**src/rtl/pattern_tx.sv**
```systemverilog
// pattern_tx: serial pattern transmitter.
// Sends a latched PAT_LEN-bit pattern MSB-first, one bit per clock, repeated
// repeat_count times back to back. busy marks the bit window and done pulses
// once per request. All outputs are registered.
module pattern_tx #(
  parameter int PAT_LEN = 4,
  parameter int CNT_W   = 4
) (
  input  logic               clk,
  input  logic               n_rst,
  input  logic               start,
  input  logic [PAT_LEN-1:0] pattern,
  input  logic [CNT_W-1:0]   repeat_count,
  output logic               o,
  output logic               busy,
  output logic               done
);

  localparam int BW = (PAT_LEN > 2) ? $clog2(PAT_LEN) : 1;

  typedef enum logic [1:0] {
    ST_IDLE = 2'd0,
    ST_SEND = 2'd1,
    ST_DONE = 2'd2
  } state_t;

  state_t             state;
  logic [PAT_LEN-1:0] shreg;
  logic [PAT_LEN-1:0] pat_copy;
  logic [BW-1:0]      bit_cnt;
  logic [CNT_W-1:0]   rep_cnt;

  // Control FSM with shift register, counters and registered outputs.
  // o is loaded with the bit that will be visible next cycle, so the value
  // presented always matches the shift register position being consumed.
  always_ff @(posedge clk or negedge n_rst) begin
    if (!n_rst) begin
      state    <= ST_IDLE;
      shreg    <= '0;
      pat_copy <= '0;
      bit_cnt  <= '0;
      rep_cnt  <= '0;
      o        <= 1'b0;
      busy     <= 1'b0;
      done     <= 1'b0;
    end else begin
      unique case (state)
        ST_IDLE: begin
          o    <= 1'b0;
          busy <= 1'b0;
          done <= 1'b0;
          if (start) begin
            if (repeat_count != '0) begin
              shreg    <= pattern;
              pat_copy <= pattern;
              bit_cnt  <= BW'(PAT_LEN - 1);
              rep_cnt  <= repeat_count;
              o        <= pattern[PAT_LEN-1];
              busy     <= 1'b1;
              state    <= ST_SEND;
            end else begin
              done  <= 1'b1;
              state <= ST_DONE;
            end
          end
        end

        ST_SEND: begin
          if (bit_cnt != '0) begin
            shreg   <= shreg << 1;
            o       <= shreg[PAT_LEN-2];
            bit_cnt <= bit_cnt - BW'(1);
          end else if (rep_cnt > CNT_W'(1)) begin
            // Reload from the private copy so live input changes are ignored.
            shreg   <= pat_copy;
            o       <= pat_copy[PAT_LEN-1];
            bit_cnt <= BW'(PAT_LEN - 1);
            rep_cnt <= rep_cnt - CNT_W'(1);
          end else begin
            o     <= 1'b0;
            busy  <= 1'b0;
            done  <= 1'b1;
            state <= ST_DONE;
          end
        end

        ST_DONE: begin
          o     <= 1'b0;
          busy  <= 1'b0;
          done  <= 1'b0;
          state <= ST_IDLE;
        end

        default: begin
          o     <= 1'b0;
          busy  <= 1'b0;
          done  <= 1'b0;
          state <= ST_IDLE;
        end
      endcase
    end
  end

endmodule

```
**config.mk**
```make
export PLATFORM = sky130hd
export DESIGN_NAME = pattern_tx
export DESIGN_NICKNAME = d
export VERILOG_FILES = /design/src/rtl/pattern_tx.sv
export SDC_FILE = /design/constraint.sdc
export NUM_CORES = 1
export LEC_CHECK = 0
export ABC_AREA = 1
export CORE_UTILIZATION = 52
export CTS_BUF_LIST = sky130_fd_sc_hd__clkbuf_4 sky130_fd_sc_hd__clkbuf_8
export DETAILED_ROUTE_END_ITERATION = 6
export GPL_ROUTABILITY_DRIVEN = 0
export PLACE_DENSITY = 0.77
export SYNTH_ARGS = -nofsm -noshare
export SYNTH_HDL_FRONTEND = slang
export SYNTH_SLANG_ARGS = --single-unit
```
**constraint.sdc**
```tcl
create_clock -name clk -period 2.8 [get_ports clk]
set_input_delay 0.56 -clock clk [delete_from_list [all_inputs] [get_ports clk]]
set_output_delay 0.56 -clock clk [all_outputs]
set_load 0.02 [all_outputs]
```
; Word-level counts from Yosys, hierarchy flattened
; Index checks and enable logic that the tools add are counted.
; Widths: inputs -> output; s select.
[classes]
addsub = 2
n_eq_ne = 7
reduce_logical = 9
n_lt_le_gt_ge = 1
muxes = 35
[ops]
columns = cell, n
row1 = $mux 2, 8
row2 = $mux 4, 4
row3 = $mux 1, 12
row4 = $mux 3, 4
row5 = $ne 2x2->1 const B, 5
row6 = $pmux 2 s2, 2
row7 = $pmux 4 s2, 1
row8 = $pmux 1 s2, 3
row9 = $pmux 3 s2, 1
row10 = $reduce_and 3->1, 2
row11 = $reduce_and 5->1, 1
row12 = $gt 4x1->1 const B, 1
row13 = $reduce_and 4->1, 1
row14 = $reduce_bool 2->1, 2
row15 = $reduce_bool 4->1, 1
row16 = $sub 4x1->4 const B, 1
row17 = $ne 3x3->1 const B, 1
row18 = $eq 2x1->1 const B, 1
row19 = $logic_not 2->1, 1
row20 = $reduce_and 2->1, 1
row21 = $sub 2x1->2 const B, 1
[word_totals]
elab_cells = 62
reg_bits = 18
in_bits = 11

; Depth between registers and ports, before layout
; Gate-level depths: netlist of the first run.
[logic_depth]
ltp_word = 4
depth_mapped = 9
ltp_nobuf = 9

; Least setup slack after synthesis of the first run
; No wires, ideal clock.
[synth_timing]
path_kind = flip-flop to flip-flop
start = register bit_cnt[0]
end = register bit_cnt[0]
setup_time_ns = 0.122
path_buffers = 1
path_slack_ns = 1.522
arrival_ns = 1.156
path_stages_with_launch = 9
required_time_ns = 2.678
path_cell_list = dfrtp_1 -> inv_1 -> ha_1 -> buf_2 -> nand3_1 -> nand2_2 -> nand2_4 -> nor2_1 -> nor2_1
[synth_via]
elab_chain_len = 3
word_cells_on_any_way = 6
classes_between = add/sub (1) / eq/ne (1) / mux (2) / reduce/logical (2)
[synth_lines]
columns = element, line_no
row1 = start: declaration, 30  ; logic [BW-1:0] bit_cnt;
row2 = start signal: assignment, 56  ; bit_cnt <= BW'(PAT_LEN - 1);
row3 = start signal: assignment, 72  ; bit_cnt <= bit_cnt - BW'(1);
row4 = start signal: assignment, 77  ; bit_cnt <= BW'(PAT_LEN - 1);
row5 = $sub 2x1->2 / $reduce_bool 2->1 (equally long branches), "72, 69"
row6 = $mux 2 / $ne 3x3->1 (equally long branches), --
row7 = $pmux 2 s2 / $reduce_and 4->1 (equally long branches), --
; Several ways; a longest one is shown, not always the timed one.
; A chain may end at the register's enable or synchronous reset.

; Final worst setup path of the first run
[layout_timing]
start = register done
end = output done
[layout_lines]
columns = element, line_no
row1 = start: declaration, 16  ; output logic done
row2 = start signal: assignment, 45  ; done <= 1'b0;
row3 = start signal: assignment, 51  ; done <= 1'b0;
row4 = start signal: assignment, 62  ; done <= 1'b1;
; No word-level cell between the ends.

==> flow_results.xml, run 1 <==
<?xml version="1.0" encoding="UTF-8"?>
<metrics>
  <group name="global_route">
    <metric name="overflow" unit="">0</metric>
    <metric name="grt_usage" unit="%">21.8</metric>
    <metric name="antenna_found_initial" unit="">0</metric>
    <metric name="pin_count_of_the_biggest_net_entering_global_routing" unit="">19</metric>
    <metric name="first_global_vias" unit="">751</metric>
    <metric name="grt_pass1_wl" unit="um">3090</metric>
  </group>
  <group name="final_layout">
    <metric name="fillerInstances" unit="">159</metric>
    <metric name="finish.utilization" unit="%">65.9</metric>
    <metric name="design.final.nets" unit="">151</metric>
    <metric name="antenna_cells" unit="">0</metric>
    <metric name="flow.area_growth_from_synthesis" unit="%">19.0</metric>
    <metric name="final_cell_area" unit="sq um">1140</metric>
    <metric name="drive_gt1_share" unit="%">8.82</metric>
  </group>
  <group name="sta">
    <metric name="worst_slew_margin_rel" unit="%">47.6</metric>
    <metric name="grt_setup_unrepaired" unit="">false</metric>
    <metric name="maxSlewViolCount" unit="">0</metric>
    <metric name="timing.setup.tns" unit="ns">0</metric>
    <metric name="hold_violations" unit="">0</metric>
    <metric name="hold_ws" unit="ns">0.498</metric>
    <metric name="tightestPinTransition" unit="ns">0.783</metric>
    <metric name="maxClockFrequency" unit="GHz">0.548</metric>
    <metric name="finalSetupViolCount" unit="">0</metric>
    <metric name="layout_worst_path_cycle_share" unit="%">65.2</metric>
    <metric name="min_period" unit="ns">1.83</metric>
    <metric name="final.setup_skew" unit="ns">0.00197</metric>
  </group>
  <group name="clock_tree">
    <metric name="numCtsBuffers" unit="">3</metric>
    <metric name="cts_hold_repair.buffers" unit="">0</metric>
    <metric name="cts-root-to-sink-buffers" unit="">2</metric>
    <metric name="clkSinkCount" unit="">18</metric>
    <metric name="cts.root.buffer_cell" unit="">clkbuf_4</metric>
    <metric name="post_cts.repair.setup_buffers" unit="">0</metric>
    <metric name="clock_pin_slew_reported_for_the_worst_setup_and_hold_paths_after_clock_tree_synthesis" unit="ns">0.11</metric>
    <metric name="htree_levels" unit="">1</metric>
    <metric name="clock_tree_from_tritoncts" unit="">yes</metric>
    <metric name="cts_repair_resize_count" unit="">0</metric>
    <metric name="clkLatencyLatePin" unit="ns">0.30</metric>
  </group>
  <group name="floorplan">
    <metric name="top_level_ports" unit="">14</metric>
    <metric name="floorplan.die_area" unit="sq um">2010</metric>
    <metric name="start_util" unit="%">55.4</metric>
    <metric name="die_boundary_width" unit="um">44.9</metric>
    <metric name="floorplan.core_area" unit="sq um">1730</metric>
    <metric name="floorplan.die.height" unit="um">44.9</metric>
    <metric name="placement_rows" unit="">15</metric>
  </group>
  <group name="place">
    <metric name="postPlaceCellArea" unit="sq um">1100</metric>
    <metric name="detailedPlacementHpwl" unit="um">1340</metric>
    <metric name="numPortBuffers" unit="">13</metric>
  </group>
  <group name="synth">
    <metric name="seq_area_frac_synth" unit="%">47.1</metric>
    <metric name="synth_edf_count" unit="">0</metric>
    <metric name="synth_cell_type_count" unit="">21</metric>
    <metric name="yosys.cell_count.top_type" unit="">nand2_1</metric>
    <metric name="area_leader_netlist" unit="">dfrtp_1</metric>
    <metric name="asyncSetResetFlopFracSynth" unit="%">100</metric>
    <metric name="synth_top_area_share" unit="%">47.1</metric>
    <metric name="synthesis.nets" unit="">135</metric>
    <metric name="synthesis.instances" unit="">121</metric>
    <metric name="ys.flop_type" unit="">dfrtp_1</metric>
    <metric name="synth_area_leaders" unit="">dfrtp_1, nand2_1, nand3_1</metric>
    <metric name="syn_area_per_cell" unit="sq um">7.90</metric>
    <metric name="synth_seq_cells" unit="">18</metric>
    <metric name="warning_count_from_the_yosys_run" unit="">0</metric>
    <metric name="synthTopCellsByCount" unit="">nand2_1, dfrtp_1, inv_1, nand3_1, o21ai_0</metric>
    <metric name="synth.cell_area" unit="sq um">956</metric>
  </group>
  <group name="worst_setup_path">
    <metric name="critical_path_buffer_and_inverter_count" unit="">1</metric>
    <metric name="max_stage_delay" unit="ns">0.60</metric>
    <metric name="critical_path.slowest_cell" unit="">clkdlybuf4s50_1</metric>
    <metric name="worstPathCellList" unit="">clkdlybuf4s50_1</metric>
    <metric name="arrival_time_at_the_worst_endpoint" unit="ns">1.27</metric>
    <metric name="setup.worst_path.class" unit="">reg -&gt; out</metric>
    <metric name="path_max_fanout" unit="">2</metric>
    <metric name="worst-endpoint-required" unit="ns">2.24</metric>
    <metric name="critPathCaptureType" unit="">output port</metric>
    <metric name="timing.critical_path.from_type" unit="">flop</metric>
    <metric name="timing.critical_path.max_delay_family" unit="">buffers and inverters</metric>
  </group>
  <group name="run_status">
    <metric name="outcome" unit="">complete, no violations</metric>
  </group>
  <group name="routing">
    <metric name="detail_route.wirelength.met1" unit="um">876</metric>
    <metric name="drt_first_pass_iters" unit="">4</metric>
    <metric name="met2RoutedLength" unit="um">851</metric>
    <metric name="avgViaCountPerCell" unit="">4.99</metric>
    <metric name="route.antenna.remaining_nets" unit="">0</metric>
    <metric name="num_vias" unit="">804</metric>
    <metric name="dr.first_iter.drc_count" unit="">23</metric>
    <metric name="top_layer" unit="">met4</metric>
    <metric name="routed_wire_length_per_instance" unit="um">11.3</metric>
    <metric name="route.met3.wl" unit="um">51</metric>
    <metric name="number_of_remaining_drc_errors" unit="">0</metric>
    <metric name="finalWirelength" unit="um">1820</metric>
  </group>
  <group name="run">
    <metric name="max-cap-violations" unit="">0</metric>
  </group>
  <group name="pwr">
    <metric name="design_power_total" unit="W">0.00124</metric>
    <metric name="pwr_density_cell" unit="nW/um^2">1090</metric>
    <metric name="leak" unit="nW">0.573</metric>
    <metric name="ir_worst_vdd" unit="mV">0.622</metric>
  </group>
  <group name="min_path">
    <metric name="worstHoldPathType" unit="">reg -&gt; reg</metric>
  </group>
</metrics>
[worst reg2reg max path, delay by kind of cell, from the launching register on]
kind | cells | cell delay (ns)
buffers and inverters | 1 | 0.07
AND/OR/NAND/NOR | 5 | 0.63
adder cells (fa/ha/maj) | 1 | 0.36
flip-flops | 1 | 0.39
[logic make-up (layout without fill, tap and decap cells)]
group / Yosys count / in the layout / synth area share [%]
AOI/OAI and AO/OA: 15 / 15 / 8.64
adders and majority gates: 3 / 3 / 3.93
buffers and inverters: 18 / 33 / 7.98
DFF: 18 / 18 / 47.1
and+or+nand+nor: 67 / 67 / 32.3
[where the power goes]
part	leakage, nW	switching, W	total [W]	internal, W
sequential	0.222	0.0000712	0.000457	0.000386
clock	0.0210	0.0000856	0.000165	0.0000793
combinational	0.330	0.000386	0.000619	0.000233
total	0.573	0.000543	0.00124	0.000698
[stage by stage]
stage          std cells  setup slack, ns
2_1_floorplan        121             1.52
3_3_place_gp         157             1.08
3_5_place_dp         157             1.04
4_1_cts              161            0.958
5_1_grt              161            0.936
6_report             161            0.974
[placed cells by master (no fill, tap or decap)]
cell,n
clkbuf_8,1
o21a_1,1
nand2_4,1
nand2_1,39
a21oi_1,1
nor2_1,6
clkdlybuf4s50_1,13
inv_2,2
or2_0,1
o21ai_0,7
ha_1,3
nand3_1,14
dfrtp_1,18
nand2_2,2
nor3_1,1
nor2_4,1
o211ai_1,2
inv_1,14
o21ai_1,4
nor2_2,1
clkbuf_4,3
nand3_4,1
[state kept, by name, summed over array words and instances, names as in the netlist]
| name | cells |
|---|---|
| state | 2 |
| bit_cnt | 2 |
| done | 1 |
| shreg | 3 |
| busy | 1 |
| rep_cnt | 4 |
| pat_copy | 4 |
| o | 1 |
[final timing paths]
path / startpoint / end / slack [ns] / cells past startpoint
max: done$_DFFE_PN0P_ / done / 0.97 / 1
min: pat_copy[3]$_DFFE_PN0P_ / pat_copy[3]$_DFFE_PN0P_ / 0.50 / 2
max reg2reg: bit_cnt[0]$_DFFE_PN0P_ / bit_cnt[0]$_DFFE_PN0P_ / 1.24 / 7
min reg2reg: pat_copy[3]$_DFFE_PN0P_ / pat_copy[3]$_DFFE_PN0P_ / 0.50 / 2
max in group asynchronous: n_rst / done$_DFFE_PN0P_ / 1.61 / 1
min in group asynchronous: n_rst / o$_DFF_PN0_ / 0.71 / 1
[final cells by class]
class                   instances  area (sq um)  area share [%]
inverters                      16          60.1            5.28
flip-flops and latches         18           450            39.6
clock buffers                   4          36.3            3.19
repair buffers                 13           130            11.4
multi-input cells              85           429            37.7
well taps                      25          31.3            2.75
[layer usage]
layer  up-vias  GRT usage [%]
met5         -              0
met1       372           26.6
met2        12           34.4
li1        414              -
met3         6           4.80
met4         0           14.5
(Power assumes the default switching activity.)
==> inputs of run 2 (changes only) <==
CORE_ASPECT_RATIO = 1.5   (was default)
CORE_UTILIZATION = 49   (was 52)
PLACE_DENSITY = 0.76   (was 0.77)
clock period = 1.6 ns   (was 2.8 ns; I/O delays follow)
==> flow_results.xml, run 2 (same netlist as run 1, synthesis figures left out) <==
<?xml version="1.0" encoding="UTF-8"?>
<metrics>
  <group name="floorplan">
    <metric name="floorplan.die_area" unit="sq um">2140</metric>
    <metric name="floorplan.die.height" unit="um">56.1</metric>
    <metric name="placement_rows" unit="">19</metric>
    <metric name="floorplan.core_area" unit="sq um">1830</metric>
    <metric name="die_boundary_width" unit="um">38.1</metric>
    <metric name="start_util" unit="%">52.2</metric>
    <metric name="top_level_ports" unit="">14</metric>
  </group>
  <group name="sta">
    <metric name="worst_slew_margin_rel" unit="%">75.8</metric>
    <metric name="maxClockFrequency" unit="GHz">0.712</metric>
    <metric name="grt_setup_unrepaired" unit="">false</metric>
    <metric name="timing.setup.tns" unit="ns">0</metric>
    <metric name="tightestPinTransition" unit="ns">0.362</metric>
    <metric name="layout_worst_path_cycle_share" unit="%">87.7</metric>
    <metric name="final.setup_skew" unit="ns">0.00163</metric>
    <metric name="hold_violations" unit="">0</metric>
    <metric name="min_period" unit="ns">1.40</metric>
    <metric name="maxSlewViolCount" unit="">0</metric>
    <metric name="finalSetupViolCount" unit="">0</metric>
  </group>
  <group name="clock_tree">
    <metric name="numCtsBuffers" unit="">3</metric>
    <metric name="clock_tree_from_tritoncts" unit="">yes</metric>
    <metric name="clkSinkCount" unit="">18</metric>
    <metric name="htree_levels" unit="">1</metric>
    <metric name="cts_hold_repair.buffers" unit="">0</metric>
    <metric name="cts.root.buffer_cell" unit="">clkbuf_4</metric>
    <metric name="clkLatencyLatePin" unit="ns">0.30</metric>
    <metric name="cts-root-to-sink-buffers" unit="">2</metric>
    <metric name="clock_pin_slew_reported_for_the_worst_setup_and_hold_paths_after_clock_tree_synthesis" unit="ns">0.10</metric>
  </group>
  <group name="global_route">
    <metric name="grt_use_met3" unit="%">3.60</metric>
    <metric name="gr-max-usage-layer" unit="">met2</metric>
    <metric name="met2_usage" unit="%">35.4</metric>
    <metric name="grt_pass1_wl" unit="um">3440</metric>
    <metric name="overflow" unit="">0</metric>
    <metric name="first_global_vias" unit="">831</metric>
    <metric name="antenna_found_initial" unit="">0</metric>
    <metric name="grt_usage" unit="%">22.4</metric>
    <metric name="pin_count_of_the_biggest_net_entering_global_routing" unit="">19</metric>
    <metric name="global_route.usage.met1" unit="%">27.7</metric>
  </group>
  <group name="pwr">
    <metric name="power.combinational.fraction" unit="%">52.1</metric>
    <metric name="p_switching" unit="W">0.000981</metric>
    <metric name="leak" unit="nW">0.622</metric>
    <metric name="ir_worst_vdd" unit="mV">1.19</metric>
    <metric name="internal_power" unit="W">0.00120</metric>
    <metric name="clock_power_share" unit="%">10.7</metric>
    <metric name="design_power_total" unit="W">0.00218</metric>
    <metric name="power.share.sequential" unit="%">37.2</metric>
    <metric name="pwr_density_cell" unit="nW/um^2">1880</metric>
    <metric name="netSwitchingFraction" unit="%">45.0</metric>
  </group>
  <group name="final_layout">
    <metric name="antenna_cells" unit="">0</metric>
    <metric name="design.final.nets" unit="">154</metric>
    <metric name="fillerInstances" unit="">167</metric>
    <metric name="flow.area_growth_from_synthesis" unit="%">21.2</metric>
    <metric name="most-common-layout-cells" unit="">nand2_1, dfrtp_1, inv_1, nand3_1, clkdlybuf4s50_1</metric>
    <metric name="layout_commonest_cell" unit="">nand2_1</metric>
    <metric name="largestRegisters" unit="">pat_copy: 4 flops, rep_cnt: 4 flops, shreg: 3 flops</metric>
    <metric name="drive_gt1_share" unit="%">10.9</metric>
    <metric name="count_of_non_filler_cells_in_the_finished_layout" unit="">159</metric>
  </group>
  <group name="worst_setup_path">
    <metric name="critPathCaptureType" unit="">flop</metric>
    <metric name="worst-endpoint-required" unit="ns">1.79</metric>
    <metric name="critical_path.reg2reg.endpoint" unit="">rep_cnt[0]$_DFFE_PN0P_</metric>
    <metric name="critical_path.reg2reg.startpoint" unit="">rep_cnt[0]$_DFFE_PN0P_</metric>
    <metric name="reg2regPathDepth" unit="">9</metric>
    <metric name="critical_path.slowest_cell" unit="">dfrtp_1</metric>
    <metric name="timing.critical_path.from_type" unit="">flop</metric>
    <metric name="worstPathCellList" unit="">inv_1, ha_1, inv_1, nand2_1, nand2_1, nand3_1, nand2_2, nand2_1, o21ai_0</metric>
    <metric name="arrival_time_at_the_worst_endpoint" unit="ns">1.60</metric>
    <metric name="cp-startpoint" unit="">rep_cnt[0]$_DFFE_PN0P_</metric>
    <metric name="critical_path_buffer_and_inverter_count" unit="">2</metric>
    <metric name="path_max_fanout" unit="">7</metric>
    <metric name="max_stage_delay" unit="ns">0.41</metric>
    <metric name="cp_common_cell" unit="">nand2_1</metric>
    <metric name="path_depth" unit="">9</metric>
    <metric name="timing.critical_path.max_delay_family" unit="">simple AND/OR/NAND/NOR gates</metric>
    <metric name="reg2reg_setup_slack" unit="ns">0.20</metric>
    <metric name="setup.worst_path.class" unit="">reg -&gt; reg</metric>
  </group>
  <group name="run">
    <metric name="max-cap-violations" unit="">0</metric>
  </group>
  <group name="routing">
    <metric name="dr.first_iter.drc_count" unit="">16</metric>
    <metric name="finalWirelength" unit="um">1940</metric>
    <metric name="num_vias" unit="">819</metric>
    <metric name="routed_wire_length_per_instance" unit="um">12.2</metric>
    <metric name="avgViaCountPerCell" unit="">5.15</metric>
    <metric name="drt_first_pass_iters" unit="">4</metric>
    <metric name="route.antenna.remaining_nets" unit="">0</metric>
    <metric name="number_of_remaining_drc_errors" unit="">0</metric>
  </group>
  <group name="place">
    <metric name="numPortBuffers" unit="">13</metric>
    <metric name="detailedPlacementHpwl" unit="um">1400</metric>
    <metric name="dp_cells" unit="">155</metric>
  </group>
  <group name="run_status">
    <metric name="outcome" unit="">complete, no violations</metric>
  </group>
  <group name="min_path">
    <metric name="worstHoldPathType" unit="">in -&gt; async</metric>
  </group>
</metrics>
==> run 2: cell count changes in the layout (fill, tap and decap cells not counted), sizes merged <==
cell / delta
clkbuf: -1
clkdlybuf4s50: -3
buf: +3
dlymetal6s2s: +3
==> run 2: timing repair <==
item	in CTS	in global routing
buffers inserted	0	1
gates resized for setup	0	5
setup endpoints to repair	0	5
==> run 2: per-layer routing <==
layer	wire [um]	share of wire (%)
met2	969	50
met1	852	44
met5	0	0
met4	54	2.8
met3	63	3.2
==> run 2: worst max path at each step <==
stage | end | slack (ns)
3_3_place_gp | rep_cnt[0]$_DFFE_PN0P_ | 0.05
6_report | rep_cnt[0]$_DFFE_PN0P_ | 0.20
2_1_floorplan | bit_cnt[0]$_DFFE_PN0P_ | 0.32
5_1_grt | bit_cnt[0]$_DFFE_PN0P_ | 0.03
4_1_cts | o | 0.0007
3_5_place_dp | rep_cnt[0]$_DFFE_PN0P_ | 0.04
==> run 2: layout make-up <==
cell class / count / area [sq um] / area share (%)
clock buffers: 3 / 22.5 / 1.94
inverters: 16 / 60.1 / 5.18
multi-input cells: 85 / 439 / 37.9
flip-flops and latches: 18 / 450 / 38.9
well taps: 21 / 26.3 / 2.27
repair buffers: 16 / 160 / 13.8
==> run 2: metrics by stage <==
stage	worst slack (ns)	hold WS, ns	cell area, sq um	util, %
final	0.196	0.334	1160	63.3
after detailed placement	0.0355	0.478	1110	60.7
after global placement	0.0538	0.477	1110	60.7
after floorplan	0.322	0.0244	956	-
after global routing	0.0344	0.362	1160	63.3
after CTS	0.000684	0.348	1130	61.9
==> run 2: power groups by stage <==
stage | Sequential (W) | Clock (W) | Combinational (W)
4_1_cts | 0.000812 | 0.000235 | 0.00111
2_1_floorplan | 0.000831 | 0 | 0.000799
5_1_grt | 0.000833 | 0.000256 | 0.00131
6_report | 0.000811 | 0.000232 | 0.00114
3_5_place_dp | 0.000822 | 0 | 0.00110
3_3_place_gp | 0.000811 | 0 | 0.00109
